File: src/rtl/hist_bin_feeder.sv
// Front end of the histogram RAM pipeline: bins a counted stream of samples
// into ADDR_W-bit addresses with a one-cycle ram_en strobe per sample.
module hist_bin_feeder #(
  parameter int unsigned DATA_W = 16,
  parameter int unsigned ADDR_W = 5,
  parameter int unsigned CNT_W  = 32
) (
  input  logic              clk,
  input  logic              rst,
  input  logic              start,
  input  logic [CNT_W-1:0]  sample_count,
  input  logic [DATA_W-1:0] bin_offset,
  input  logic [3:0]        bin_shift,
  input  logic [DATA_W-1:0] in_data,
  input  logic              in_valid,
  output logic              in_ready,
  output logic [ADDR_W-1:0] addr_r,
  output logic              ram_en,
  output logic              busy,
  output logic              done,
  output logic [15:0]       underflow_cnt,
  output logic [15:0]       overflow_cnt
);

  localparam int unsigned      OOR_W   = 16;
  localparam logic [DATA_W-1:0] BIN_MAX = DATA_W'((2 ** ADDR_W) - 1);
  localparam logic [OOR_W-1:0]  OOR_MAX = '1;

  typedef enum logic [1:0] {IDLE, RUN, DRAIN, DONE} state_t;

  state_t            state;
  logic [CNT_W-1:0]  remaining;
  logic [DATA_W-1:0] offset_q;
  logic [3:0]        shift_q;
  logic              drain_cnt;
  logic              s1_valid;
  logic [DATA_W:0]   s1_diff;

  logic              accept;
  logic [DATA_W-1:0] s1_q;
  logic              s1_neg;
  logic              s1_over;

  // Handshake and stage-2 bin decode from the registered difference
  always_comb begin
    accept  = in_valid && in_ready;
    s1_neg  = s1_diff[DATA_W];
    s1_q    = s1_diff[DATA_W-1:0] >> shift_q;
    s1_over = (s1_q > BIN_MAX);
  end

  always_ff @(posedge clk) begin
    if (rst) begin
      state         <= IDLE;
      remaining     <= '0;
      offset_q      <= '0;
      shift_q       <= '0;
      drain_cnt     <= 1'b0;
      s1_valid      <= 1'b0;
      s1_diff       <= '0;
      in_ready      <= 1'b0;
      addr_r        <= '0;
      ram_en        <= 1'b0;
      busy          <= 1'b0;
      done          <= 1'b0;
      underflow_cnt <= '0;
      overflow_cnt  <= '0;
    end else begin
      done <= 1'b0;

      // Stage 1: offset subtraction on accept
      s1_valid <= accept;
      if (accept) begin
        s1_diff <= {1'b0, in_data} - {1'b0, offset_q};
      end

      // Stage 2: address is forced to zero whenever no sample is present
      ram_en <= s1_valid;
      addr_r <= '0;
      if (s1_valid) begin
        if (s1_neg) begin
          addr_r <= '0;
          if (underflow_cnt != OOR_MAX) underflow_cnt <= underflow_cnt + OOR_W'(1);
        end else if (s1_over) begin
          addr_r <= ADDR_W'(BIN_MAX);
          if (overflow_cnt != OOR_MAX) overflow_cnt <= overflow_cnt + OOR_W'(1);
        end else begin
          addr_r <= s1_q[ADDR_W-1:0];
        end
      end

      unique case (state)
        IDLE: begin
          if (start) begin
            remaining     <= sample_count;
            offset_q      <= bin_offset;
            shift_q       <= bin_shift;
            underflow_cnt <= '0;
            overflow_cnt  <= '0;
            busy          <= 1'b1;
            if (sample_count != '0) begin
              state    <= RUN;
              in_ready <= 1'b1;
            end else begin
              state <= DONE;
              done  <= 1'b1;
            end
          end
        end
        RUN: begin
          if (accept) begin
            remaining <= remaining - CNT_W'(1);
            if (remaining == CNT_W'(1)) begin
              state     <= DRAIN;
              in_ready  <= 1'b0;
              drain_cnt <= 1'b0;
            end
          end
        end
        // Two cycles let the last sample leave stage 2 before done
        DRAIN: begin
          drain_cnt <= 1'b1;
          if (drain_cnt) begin
            state <= DONE;
            done  <= 1'b1;
          end
        end
        DONE: begin
          state <= IDLE;
          busy  <= 1'b0;
        end
        default: state <= IDLE;
      endcase
    end
  end

endmodule

File: config.mk
export PLATFORM = sky130hd
export DESIGN_NAME = hist_bin_feeder
export DESIGN_NICKNAME = d
export VERILOG_FILES = /design/src/rtl/hist_bin_feeder.sv
export SDC_FILE = /design/constraint.sdc
export NUM_CORES = 1
export LEC_CHECK = 0
export ABC_AREA = 1
export CORE_ASPECT_RATIO = 0.6
export CORE_MARGIN = 5
export CORE_UTILIZATION = 35
export CTS_CLUSTER_SIZE = 24
export DETAILED_ROUTE_END_ITERATION = 7
export MAX_ROUTING_LAYER = met4
export PLACE_DENSITY_LB_ADDON = 0.05
export SYNTH_ARGS = -nofsm -noshare
export SYNTH_HDL_FRONTEND = slang
export SYNTH_SLANG_ARGS = --single-unit
File: constraint.sdc
create_clock -name clk -period 2.8 [get_ports clk]
set_clock_uncertainty 0.1 [all_clocks]
set_input_delay 0.56 -clock clk [delete_from_list [all_inputs] [get_ports clk]]
set_output_delay 0.56 -clock clk [all_outputs]
set_load 0.01 [all_outputs]
## Yosys cells after proc, flatten, opt, wreduce, memory -nomap -nowiden

Index checks and enable logic that the tools add are counted.

| word-level totals | value |
|---|---|
| bits of input ports | 72 |
| register bits | 114 |

| cells by class | value |
|---|---|
| $add $sub $neg | 4 |
| shift-type cells | 1 |
| magnitude comparators | 1 |
| bitwise operators | 1 |
| mux-type cells | 33 |
| reduce and logical (&&, ||, !) cells | 13 |
| equality and inequality tests | 11 |

Operator list:

| operator | count |
|---|---|
| 2-to-1 mux 16 bit | 11 |
| 2-to-1 mux 32 bit | 2 |
| case mux 32 bit (2 select lines) | 1 |
| adder 16 x 1 -> 16 bit (second input constant) | 2 |
| == test 32 x 1 -> 1 bit (second input constant) | 1 |
| != test 16 bit (second input constant) | 2 |
| nonzero test 32 bit | 1 |
| subtractor 32 x 1 -> 32 bit (second input constant) | 1 |
| subtractor 16 x 16 -> 17 bit | 1 |
| > comparator 16 x 5 -> 1 bit (second input constant) | 1 |
| >> shifter 16 x 4 -> 16 bit | 1 |
| 2-to-1 mux 2 bit | 5 |
| != test 2 bit (second input constant) | 5 |
| 2-to-1 mux 1 bit | 8 |
| case mux 1 bit (2 select lines) | 4 |
| case mux 2 bit (4 select lines) | 1 |
| AND reduction 3 bit | 2 |
| nonzero test 2 bit | 3 |
| 2-to-1 mux 5 bit | 1 |
| AND reduction 5 bit | 1 |
| == test 2 bit (second input constant) | 2 |
| AND reduction 2 bit | 2 |
| AND reduction 4 bit | 1 |
| OR reduction 3 bit | 1 |
| other kinds (4) | 4 |

## Longest topological paths before layout

Gate-level depths: netlist (run 1).

| depth | value |
|---|---|
| depth in word-level cells | 7 |
| gate-level depth with buffers | 19 |

## Least setup slack after synthesis (run 1)

OpenSTA, ideal clock, no wires.

| timing path | value |
|---|---|
| kind | input-to-reg |
| start | in in_data[0] |
| end | reg s1_diff[10] |
| setup time | 0.115 ns |
| buffers on the path | 0 |
| cell stages on the path | 12 |
| data arrival time | 2.278 ns |
| path slack | 0.307 ns |
| cells stage by stage | inv_1 > ha_1 > fa_1 > nand3b_1 > nand2_1 > a21boi_0 > o21ai_0 > nand2_1 > a21oi_1 > xor2_1 > o21ai_0 > inv_1 |

| between the ends | value |
|---|---|
| word-level cells in the longest chain between the ends | 1 |

Ends and longest elaborated chain:

| element | line | text |
|---|---|---|
| from (decl) | 14 | `input logic [DATA_W-1:0] in_data,` |
| subtractor 16 x 16 -> 17 bit | 74 | `s1_diff <= {1'b0, in_data} - {1'b0, offset_q};` |
| to (signal assigned) | 74 |  |
| to (decl) | 37 | `logic [DATA_W:0] s1_diff;` |

Every way passes these cells.
A chain may end at the register's enable or synchronous reset.

## Worst setup path in the final report (run 1)

| timing path | value |
|---|---|
| start | in in_data[0] |
| end | reg s1_diff[16] |

The elaborated chain is that of the path after synthesis.

==> results of run 1 <==
==> worst max-delay path by stage <==
stage,from,to,slack (ps)
after floorplan,in_data[0],s1_diff[10]$_SDFFE_PP0P_,310
after global placement,in_data[0],s1_diff[10]$_SDFFE_PP0P_,-280
after detailed placement,in_data[0],s1_diff[10]$_SDFFE_PP0P_,-290
after CTS,in_data[0],s1_diff[10]$_SDFFE_PP0P_,140
after global routing,in_data[0],s1_diff[16]$_SDFFE_PP0P_,60
final,in_data[0],s1_diff[16]$_SDFFE_PP0P_,170
==> registers in the layout, indices dropped and copies added (netlist names) <==
name           flops
addr_r             5
busy               1
done               1
drain_cnt          1
in_ready           1
offset_q          16
overflow_cnt      16
ram_en             1
remaining         32
s1_diff           17
s1_valid           1
shift_q            4
state              2
underflow_cnt     16
==> placed cells by master, fill, tap and decap left out, drive strengths merged, types with 2 or more instances in the layout <==
cell type,count
nand2,226
inv,142
nor2,134
dfxtp,114
clkdlybuf4s50,111
o21ai,108
a21oi,106
nand3,74
buf,34
clkbuf,25
xor2,24
ha,24
nand4,22
nor3,21
xnor2,12
o211ai,8
clkinv,8
or2,6
a31oi,6
nor4,4
a211oi,4
a21boi,3
mux2i,3
o221ai,2
o21bai,2
a22oi,2
==> power by group through the flow <==
| stage | clock network (mW) | logic, mW | registers (mW) |
|---|---|---|---|
| 6_report | 1.96 | 3.85 | 2.33 |
| 5_1_grt | 2.09 | 4.36 | 2.38 |
| 2_1_floorplan | 0 | 2.80 | 2.25 |
| 4_1_cts | 2.01 | 3.83 | 2.32 |
| 3_3_place_gp | 0 | 3.81 | 2.35 |
| 3_5_place_dp | 0 | 3.81 | 2.35 |
==> worst min-delay path: stages, from the launching register on <==
cell     delay [ps]
dfxtp_1         290
inv_1            60
a21oi_1          60
==> stage by stage <==
step / instances / total power, mW / setup slack (ps)
2_1_floorplan: 1099 / 5.05 / 307
3_3_place_gp: 1475 / 6.16 / -283
3_5_place_dp: 1475 / 6.16 / -292
4_1_cts: 1506 / 8.17 / 141
5_1_grt: 1506 / 8.83 / 62.9
6_report: 1506 / 8.14 / 172
==> metal layers <==
layer / track usage, % / routed length (um) / vias to the layer above
li1: - / - / 3851
met1: 31.1 / 13000 / 3306
met2: 24.8 / 8160 / 172
met3: 4.43 / 1220 / 17
met4: 4.96 / 174 / 0
met5: - / 0 / -
==> cells by family (layout without fill, tap and decap cells) <==
kind of cell,after synthesis,count (layout)
flip-flops,114,114
AO/OA/AOI/OAI,246,246
multiplexers,3,3
XOR/XNOR,36,36
AND/OR/NAND/NOR,489,489
adder cells (fa/ha/maj),25,25
buffers and inverters,186,320
==> area by class of cell <==
class                      instances  share of cell area, %
inverter                         144                   5.93
timing repair buffer             145                   14.9
clock inverter                     6                  0.328
sequential                       114                   24.9
tap                              273                   3.73
clock buffer                      25                   5.41
multi-input combinational        799                   44.7
==> timing repair <==
item / 4_1_cts / 5_1_grt
setup endpoints to repair: 0 / 1
gates resized for setup: 0 / 1
hold buffers: 0 / 0
==> impl_metrics.sql, run 1 <==
INSERT INTO impl_metrics (metric_group, metric, value, unit) VALUES
('routing', 'routedWlPerCell', '15.0', 'um'),
('synthesis', 'most_instantiated_library_cell_after_synthesis', 'nand2_1', ''),
('final_layout', 'final_core_utilization', '45.7', '%'),
('global_routing', 'gr-usage-all-layers', '19.8', '%'),
('critical_path', 'worstPathCellList', 'clkdlybuf4s50_1, inv_1, ha_1, fa_1, nand3b_1, nand2_1, buf_4, nand3_1, nand3_1, nand3_1, nand2_1, a21oi_1, o21ai_0, a21oi_1', ''),
('timing', 'fin_crit', '2630', 'ps'),
('critical_path', 'crit_required', '2990', 'ps'),
('routing', 'first_iter_violations', '543', ''),
('critical_path', 'critPathLaunchType', 'primary input', ''),
('global_routing', 'grt_pass1_wl', '36.6', 'mm'),
('global_routing', 'initial_antenna_violation_count', '0', ''),
('cts', 'cts_setup_buffers', '0', ''),
('routing', 'detail_route.first_pass.iterations', '5', ''),
('routing', 'detail_route.drc_violations', '0', ''),
('synthesis', 'ys.flop_type', 'dfxtp_1', ''),
('synthesis', 'syn_nets', '1196', ''),
('critical_path', 'critical_path_peak_fanout', '2', ''),
('worst_hold_path', 'worstHoldPathCells', '2', ''),
('status', 'run_status', 'complete, no violations', ''),
('timing', 'setup_viol_count_final', '0', ''),
('critical_path', 'path_common_cell', 'nand3_1', ''),
('synthesis', 'post_synth_and_or_nand_nor_area_fraction', '29.5', '%'),
('critical_path', 'r2r_setup_slack', '420', 'ps'),
('synthesis', 'synth_top_family_by_area', 'simple AND/OR/NAND/NOR gates', ''),
('routing', 'vias_per_cell', '4.88', ''),
('die', 'initial_core_util', '35.6', '%'),
('critical_path', 'timing.setup.critical_path_class', 'primary input to flip-flop', ''),
('final_layout', 'layout.cell_area.non_filler', '0.00915', 'mm2'),
('pwr', 'comb_power_share', '47.3', '%'),
('final_layout', 'finalNetCount', '1318', ''),
('synthesis', 'synth.top_cells.by_count', 'nand2_1 (221), inv_1 (138), nor2_1 (134), dfxtp_1 (114), a21oi_1 (105)', ''),
('cts', 'worst_setup_hold_path_clk_slew', '50', 'ps'),
('synthesis', 'synth.largest_area_cell', 'dfxtp_1', ''),
('routing', 'detailroute.via_count', '7346', ''),
('die', 'die_height', '121', 'um'),
('global_routing', 'globalRouteOverflowTotal', '0', ''),
('synthesis', 'yosys-mux-area-fraction', '0.421', '%'),
('critical_path', 'regToRegStartpoint', 'overflow_cnt[0]$_SDFF_PP0_', ''),
('final_layout', 'drive_gt1_share', '7.14', '%'),
('synthesis', 'synthXorXnorAreaFrac', '4.43', '%'),
('die', 'dieWidth', '194', 'um'),
('die', 'floorplan.core_area', '0.0200', 'mm2'),
('worst_hold_path', 'hold_start', 'offset_q[14]$_SDFFE_PP0P_', ''),
('die', 'io_pins', '113', ''),
('synthesis', 'synth-compound-area-share', '18.7', '%'),
('die', 'floorplan.rows', '40', ''),
('synthesis', 'synth-seq-area-share', '32.0', '%'),
('pwr', 'p_seq_share', '28.6', '%'),
('synthesis', 'postSynthAreaPerCell', '6.48', 'um2'),
('timing', 'setup-tns-final', '0', 'ps'),
('place', 'place_area', '0.00863', 'mm2'),
('pwr', 'static-leakage-power', '3.91', 'nW'),
('timing', 'final_min_period_over_clock_period', '93.9', '%'),
('cts', 'clk_path_buf_depth', '2', ''),
('synthesis', 'number_of_enable_type_register_cells_in_the_synthesized_netlist', '0', ''),
('critical_path', 'worstPathBufferInverterCount', '3', ''),
('place', 'routabilityCongestion', '0.897', ''),
('pwr', 'power_report.internal_total', '4.62', 'mW'),
('timing', 'grt_setup_unrepaired', 'no', ''),
('critical_path', 'path_delay_family', 'simple AND/OR/NAND/NOR gates', ''),
('routing', 'antenna_violating_nets_post_route', '0', ''),
('pwr', 'ir_worst_vdd', '0.000435', 'V'),
('critical_path', 'critical_path_cell_count', '14', ''),
('timing', 'slew_violations', '0', ''),
('worst_hold_path', 'hold_path_class', 'flip-flop to flip-flop', ''),
('synthesis', 'syn-instance-count', '1099', ''),
('cts', 'cts_root_buffer', 'clkbuf_16', ''),
('critical_path', 'slowest_cell_on_crit_path', 'clkdlybuf4s50_1', ''),
('global_routing', 'grt_max_degree', '48', ''),
('synthesis', 'yosys_warnings', '0', ''),
('critical_path', 'reg2regPathDepth', '10', '');
Note: power is estimated with default switching activity, not from simulation.
==> inputs of run 2 (changes only) <==
--- a/config.mk
+++ b/config.mk
@@ -5,7 +5,6 @@
 export SDC_FILE = /design/constraint.sdc
 export NUM_CORES = 1
 export LEC_CHECK = 0
-export ABC_AREA = 1
 export CORE_ASPECT_RATIO = 0.6
 export CORE_MARGIN = 5
 export CORE_UTILIZATION = 35
==> impl_metrics.sql, run 2 <==
INSERT INTO impl_metrics (metric_group, metric, value, unit) VALUES
('global_routing', 'first_global_vias', '6265', ''),
('global_routing', 'gr-usage-all-layers', '19.4', '%'),
('cts', 'clk_path_buf_depth', '2', ''),
('synthesis', 'synth_top_cells_by_area', 'dfxtp_1 (34%), nand2_1 (6.2%), a21oi_1 (5.8%)', ''),
('synthesis', 'mappedNetlistArea', '0.00662', 'mm2'),
('run', 'max_cap_viol_count', '0', ''),
('die', 'dieWidth', '188', 'um'),
('synthesis', 'ys.flop_type', 'dfxtp_1', ''),
('cts', 'clkSinkCount', '114', ''),
('routing', 'detail_route.drc_violations', '0', ''),
('critical_path', 'critical_path_cell_count', '8', ''),
('cts', 'clock_latency_reported_for_the_late_side_of_the_worst_skew_pair', '410', 'ps'),
('routing', 'first_iter_violations', '569', ''),
('die', 'area_enclosed_by_the_die_boundary', '0.0219', 'mm2'),
('worst_hold_path', 'worstHoldPathCells', '2', ''),
('critical_path', 'worstPathBufferInverterCount', '1', ''),
('timing', 'slew_violations', '0', ''),
('final_layout', 'finalNetCount', '1089', ''),
('synthesis', 'fraction_of_registers_with_async_set_or_reset_after_synthesis', '0', '%'),
('die', 'floorplan.core_area', '0.0188', 'mm2'),
('synthesis', 'synth-seq-area-share', '34.5', '%'),
('place', 'io_buffer_count', '112', ''),
('synthesis', 'yosys_warnings', '0', ''),
('final_layout', 'register_with_the_highest_flop_count', 'remaining', ''),
('final_layout', 'largest_register_ffs', '32', ''),
('synthesis', 'postSynthRegisterBits', '114', ''),
('place', 'place_area', '0.00840', 'mm2'),
('place', 'placed_cells_incl_taps', '1218', ''),
('pwr', 'ir_worst_vdd', '0.000419', 'V'),
('final_layout', 'areaGrowthSynthToFinish', '38.3', '%'),
('critical_path', 'timing.setup.critical_path_class', 'flip-flop to flip-flop', ''),
('final_layout', 'largest_registers', 'remaining x32, s1_diff x17', ''),
('critical_path', 'crit_required', '2980', 'ps'),
('routing', 'detail_route.first_pass.iterations', '5', ''),
('synthesis', 'synth.top_cells.by_count', 'dfxtp_1 (114), nand2_1 (110), nor2_1 (86), a21oi_1 (77), o21ai_0 (40)', ''),
('timing', 'final_min_period_over_clock_period', '97.0', '%'),
('timing', 'timing_worst_slew_pin_value', '538', 'ps'),
('synthesis', 'synth.largest_area_cell', 'dfxtp_1', ''),
('pwr', 'p_per_area', '894', 'mW/mm2'),
('pwr', 'static-leakage-power', '3.37', 'nW'),
('cts', 'worst_setup_hold_path_clk_slew', '60', 'ps'),
('status', 'run_status', 'complete, no violations', ''),
('place', 'routabilityCongestion', '0.859', ''),
('routing', 'detailroute.via_count', '6711', ''),
('critical_path', 'maximum_cell_stage_delay_along_the_critical_path', '560', 'ps'),
('routing', 'antenna_violating_nets_post_route', '0', ''),
('worst_hold_path', 'hold_path_class', 'flip-flop to flip-flop', ''),
('final_layout', 'layout.cell_area.non_filler', '0.00915', 'mm2'),
('synthesis', 'most_instantiated_library_cell_after_synthesis', 'dfxtp_1', ''),
('die', 'io_pins', '113', ''),
('global_routing', 'grt_max_degree', '49', ''),
('synthesis', 'synth.distinct_cells', '68', ''),
('cts', 'cts-htree-levels', '4', ''),
('pwr', 'total_power', '8.18', 'mW'),
('final_layout', 'final_common_cell', 'dfxtp_1', ''),
('die', 'die_height', '117', 'um'),
('place', 'dp_hpwl', '15.5', 'mm'),
('synthesis', 'syn-instance-count', '839', ''),
('timing', 'fin_crit', '2720', 'ps'),
('final_layout', 'instances_no_fill', '1251', ''),
('critical_path', 'slowest_cell_on_crit_path', 'or4_4', ''),
('final_layout', 'antenna_cells_inserted', '0', ''),
('critical_path', 'worstPathCellList', 'mux4_2, or4_4, a221oi_4, o32ai_4, buf_6, nand4_1, mux2i_1, nor2_1', ''),
('routing', 'routedWlPerCell', '16.4', 'um'),
('timing', 'achievable-frequency', '368', 'MHz'),
('synthesis', 'postSynthAreaPerCell', '7.89', 'um2'),
('synthesis', 'syn_nets', '936', ''),
('critical_path', 'critical_path_peak_fanout', '7', ''),
('timing', 'setup_viol_count_final', '0', ''),
('timing', 'relSlewSlack', '63.8', '%'),
('synthesis', 'number_of_enable_type_register_cells_in_the_synthesized_netlist', '0', ''),
('die', 'floorplan.rows', '39', ''),
('cts', 'postCtsHoldBufs', '0', ''),
('synthesis', 'yosys.area.top_type_share', '34.5', '%'),
('routing', 'vias_per_cell', '5.36', ''),
('global_routing', 'globalRouteOverflowTotal', '0', ''),
('timing', 'final-hold-violation-count', '0', ''),
('critical_path', 'reg2regPathDepth', '8', ''),
('global_routing', 'initial_antenna_violation_count', '0', ''),
('routing', 'totalWireLength', '20.5', 'mm'),
('timing', 'setup-tns-final', '0', 'ps'),
('critical_path', 'critPathLaunchType', 'flip-flop', ''),
('critical_path', 'path_delay_family', 'multiplexers', ''),
('global_routing', 'grt_pass1_wl', '33.3', 'mm'),
('critical_path', 'critPathArrivalTime', '2900', 'ps'),
('final_layout', 'mostFrequentLayoutCells', 'dfxtp_1 (113), clkdlybuf4s50_1 (111), nand2_1 (110)', ''),
('die', 'initial_core_util', '35.2', '%'),
('cts', 'cts_root_buffer', 'clkbuf_16', ''),
('cts', 'clock_tree_from_tritoncts', 'done', ''),
('cts', 'cts_buffers', '17', ''),
('final_layout', 'drive_gt1_share', '13.3', '%'),
('critical_path', 'end_kind', 'flip-flop', '');
[run 2: changes by cell type after synthesis, moves of 13 or more]
cell      delta
nand2_1    -111
nor4_1      +20
nor2_1      -48
inv_1      -104
a21oi_1     -28
nand3_1     -49
o21ai_0     -60
and3_1      +13
a211oi_1    +16
[run 2: stage by stage]
step	hold WS, ps	setup slack, ps	util, %
CTS	358	-4.33	48.2
detailed placement	351	-553	44.7
floorplan	336	139	-
finish	351	83.2	48.7
global placement	345	-488	44.7
global route	367	-10.9	48.7
[run 2: worst paths after layout]
kind / from / end / slack, ps
setup / recovery: shift_q[0]$_SDFFE_PP0P_ / overflow_cnt[15]$_SDFF_PP0_ / 80
hold / removal: offset_q[2]$_SDFFE_PP0P_ / offset_q[2]$_SDFFE_PP0P_ / 350
setup reg to reg: shift_q[0]$_SDFFE_PP0P_ / overflow_cnt[15]$_SDFF_PP0_ / 80
hold reg to reg: offset_q[2]$_SDFFE_PP0P_ / offset_q[2]$_SDFFE_PP0P_ / 350
[run 2: kinds of logic (layout without fill, tap and decap cells)]
logic type | after synthesis | count (layout) | synth area share (%)
adder cells (fa/ha/maj) | 25 | 25 | 4.84
flip-flops | 114 | 114 | 34.5
buffers and inverters | 79 | 245 | 4.59
multiplexers | 26 | 26 | 6.22
XOR/XNOR | 25 | 25 | 3.31
AND/OR/NAND/NOR | 349 | 349 | 25.3
AO/OA/AOI/OAI | 221 | 221 | 21.3
[run 2: worst register-to-register path: cells and delay by family (launching register included)]
| kind | cells | cell delay, ps |
|---|---|---|
| AND/OR/NAND/NOR | 3 | 720 |
| flip-flops | 1 | 390 |
| AO/OA/AOI/OAI | 2 | 500 |
| buffers and inverters | 1 | 160 |
| multiplexers | 2 | 730 |
[run 2: metal layers]
layer | wire (um) | global-route usage (%) | vias to the layer above | share of wire (%)
li1 | - | - | 3369 | -
met1 | 11100 | 29.3 | 3126 | 54
met2 | 7870 | 25.2 | 203 | 38
met3 | 1390 | 5.32 | 13 | 6.8
met4 | 123 | 4.55 | 0 | 0.60
met5 | 0 | - | - | 0
[run 2: layout make-up]
| class | instances | area [um2] |
|---|---|---|
| clock buffers | 22 | 464 |
| clock inverters | 10 | 180 |
| fillers | 1782 | 9630 |
| inverters | 35 | 131 |
| multi-input cells | 646 | 4130 |
| flip-flops and latches | 114 | 2290 |
| well taps | 246 | 308 |
| repair buffers | 178 | 1650 |
[run 2: timing repair]
| item | CTS | global route |
|---|---|---|
| pin swaps | 0 | 10 |
| endpoints found under the setup margin | 7 | 13 |
| gates resized for setup | 3 | 21 |
| buffers inserted | 0 | 1 |
[run 2: power breakdown]
| group | leakage (nW) | internal [mW] | switching (mW) | total [mW] |
|---|---|---|---|---|
| Sequential | 0.931 | 1.94 | 0.335 | 2.27 |
| Clock | 0.310 | 1.62 | 0.777 | 2.40 |
| Combinational | 2.13 | 1.50 | 2.01 | 3.51 |
==> inputs of run 3 (changes only) <==
==> constraint.sdc (replaced) <==
create_clock -name clk -period 3.1 [get_ports clk]
set_clock_uncertainty 0.1 [all_clocks]
set_input_delay 0.62 -clock clk [delete_from_list [all_inputs] [get_ports clk]]
set_output_delay 0.62 -clock clk [all_outputs]
set_load 0.01 [all_outputs]
==> impl_metrics.sql, run 3 (synthesized netlist as in run 2, its figures left out) <==
INSERT INTO impl_metrics (metric_group, metric, value, unit) VALUES
('critical_path', 'end_kind', 'flip-flop', ''),
('run', 'max_cap_viol_count', '0', ''),
('timing', 'achievable-frequency', '342', 'MHz'),
('place', 'io_buffer_count', '112', ''),
('die', 'die_height', '117', 'um'),
('routing', 'totalWireLength', '20.1', 'mm'),
('cts', 'cts_setup_buffers', '0', ''),
('pwr', 'p_seq_share', '29.1', '%'),
('cts', 'clkSinkCount', '114', ''),
('routing', 'detail_route.first_pass.iterations', '5', ''),
('status', 'run_status', 'complete, no violations', ''),
('die', 'area_enclosed_by_the_die_boundary', '0.0219', 'mm2'),
('critical_path', 'critPathLaunchType', 'primary input', ''),
('global_routing', 'first_global_vias', '6157', ''),
('timing', 'grt_setup_unrepaired', 'no', ''),
('routing', 'antenna_violating_nets_post_route', '0', ''),
('pwr', 'switch_pwr', '2.74', 'mW'),
('cts', 'cts-htree-levels', '4', ''),
('critical_path', 'r2r_setup_slack', '200', 'ps'),
('die', 'io_pins', '113', ''),
('place', 'routabilityCongestion', '0.894', ''),
('final_layout', 'largest_registers', 'remaining x32, s1_diff x17', ''),
('pwr', 'power_report.internal_total', '4.27', 'mW'),
('pwr', 'p_per_area', '788', 'mW/mm2'),
('timing', 'fin_crit', '2920', 'ps'),
('timing', 'relSlewSlack', '52.5', '%'),
('final_layout', 'layout.cell_area.non_filler', '0.00890', 'mm2'),
('final_layout', 'drive_gt1_share', '10.9', '%'),
('final_layout', 'finalNetCount', '1076', ''),
('final_layout', 'largest_register_ffs', '32', ''),
('timing', 'final-hold-violation-count', '0', ''),
('pwr', 'power.share.clock', '28.4', '%'),
('routing', 'detail_route.drc_violations', '0', ''),
('die', 'floorplan.rows', '39', ''),
('critical_path', 'crit_required', '3300', 'ps'),
('cts', 'worst_setup_hold_path_clk_slew', '50', 'ps'),
('timing', 'final_min_period_over_clock_period', '94.3', '%'),
('worst_hold_path', 'hold_path_class', 'flip-flop to flip-flop', ''),
('timing', 'timing_worst_slew_pin_value', '709', 'ps'),
('place', 'place_area', '0.00829', 'mm2'),
('timing', 'worst_hold_slack', '356', 'ps'),
('cts', 'postCtsHoldBufs', '0', ''),
('global_routing', 'grt_pass1_wl', '32.8', 'mm'),
('routing', 'vias_per_cell', '5.40', ''),
('global_routing', 'initial_antenna_violation_count', '2', ''),
('pwr', 'power.share.switching', '39.1', '%'),
('global_routing', 'grt_max_degree', '54', ''),
('die', 'floorplan.core_area', '0.0188', 'mm2'),
('routing', 'detailroute.via_count', '6696', ''),
('timing', 'setup_viol_count_final', '0', ''),
('final_layout', 'register_with_the_highest_flop_count', 'remaining', ''),
('cts', 'cts_buffers', '17', ''),
('global_routing', 'globalRouteOverflowTotal', '0', ''),
('final_layout', 'final_common_cell', 'dfxtp_1', ''),
('die', 'dieWidth', '188', 'um'),
('global_routing', 'gr-usage-all-layers', '19.1', '%'),
('critical_path', 'critPathArrivalTime', '3120', 'ps'),
('routing', 'first_iter_violations', '648', ''),
('critical_path', 'timing.setup.critical_path_class', 'primary input to flip-flop', ''),
('final_layout', 'areaGrowthSynthToFinish', '34.4', '%'),
('cts', 'cts_root_buffer', 'clkbuf_16', ''),
('final_layout', 'mostFrequentLayoutCells', 'dfxtp_1 (114), clkdlybuf4s50_1 (111), nand2_1 (110)', ''),
('pwr', 'ir_worst_vdd', '0.000481', 'V'),
('critical_path', 'critical_path_peak_fanout', '2', ''),
('cts', 'clock_tree_from_tritoncts', 'done', ''),
('place', 'dp_hpwl', '15.0', 'mm'),
('cts', 'clk_path_buf_depth', '2', ''),
('pwr', 'static-leakage-power', '3.26', 'nW'),
('die', 'initial_core_util', '35.2', '%'),
('cts', 'clock_latency_reported_for_the_late_side_of_the_worst_skew_pair', '410', 'ps'),
('timing', 'slew_violations', '0', ''),
('routing', 'routedWlPerCell', '16.2', 'um'),
('pwr', 'comb_power_share', '42.5', '%');
run 3: cell count changes in the layout (fill, tap and decap cells not counted), sizes merged:
cell    change
clkbuf      -1
bufinv      -2
clkinv      +2
diode       +2
buf        -13
run 3: critical path, cell delays in order:
cell,delay [ps]
clkdlybuf4s50_1,400
inv_1,60
ha_1,190
fa_1,200
nor2b_1,60
o31ai_1,290
a21oi_1,160
a31oi_2,240
o21ai_0,170
or4b_2,630
o311ai_0,100
run 3: metal layers:
metal / wire (um) / GRT usage, % / vias to the layer above / part of all wire, %
li1: - / - / 3351 / -
met1: 10800 / 28.6 / 3101 / 54
met2: 7540 / 24.6 / 235 / 37
met3: 1600 / 5.68 / 9 / 7.9
met4: 133 / 4.40 / 0 / 0.66
met5: 0 / - / - / 0
run 3: per-stage QoR:
stage | std cells | setup TNS (ps) | setup WS, ps | power (mW) | utilization (%)
finish | 1239 | 0 | 177 | 7.02 | 47.4
floorplan | 839 | 0 | 379 | 3.94 | -
global placement | 1206 | -633 | -222 | 4.95 | 44.1
global route | 1239 | 0 | 38.3 | 7.52 | 47.4
detailed placement | 1206 | -783 | -290 | 4.99 | 44.1
CTS | 1237 | 0 | 86.5 | 7.02 | 47.3
run 3: power by group through the flow:
stage | sequential, mW | combinational [mW] | clock [mW]
6_report | 2.04 | 2.98 | 1.99
5_1_grt | 2.08 | 3.32 | 2.12
4_1_cts | 2.04 | 2.94 | 2.04
3_5_place_dp | 2.06 | 2.93 | 0
3_3_place_gp | 2.05 | 2.90 | 0
2_1_floorplan | 1.99 | 1.95 | 0
run 3: final timing paths:
path,start,end,cells past startpoint
worst max-delay path,in_data[0],s1_diff[14]$_SDFFE_PP0P_,11
worst max register to register,shift_q[0]$_SDFFE_PP0P_,overflow_cnt[15]$_SDFF_PP0_,8
worst min register to register,offset_q[2]$_SDFFE_PP0P_,offset_q[2]$_SDFFE_PP0P_,2
worst min-delay path,offset_q[2]$_SDFFE_PP0P_,offset_q[2]$_SDFFE_PP0P_,2
run 3: layout make-up:
| class | count | area [um2] |
|---|---|---|
| clock buffers | 21 | 460 |
| repair buffers | 165 | 1530 |
| diodes | 2 | 5.00 |
| inverters | 35 | 131 |
| well taps | 246 | 308 |
| fillers | 1838 | 9890 |
| flip-flops and latches | 114 | 2280 |
| multi-input cells | 646 | 4050 |
| clock inverters | 10 | 134 |
run 3: repair_timing:
item,4_1_cts,5_1_grt
endpoints found under the setup margin,0,7
gates resized for setup,0,2
endpoints found under the hold margin,0,0
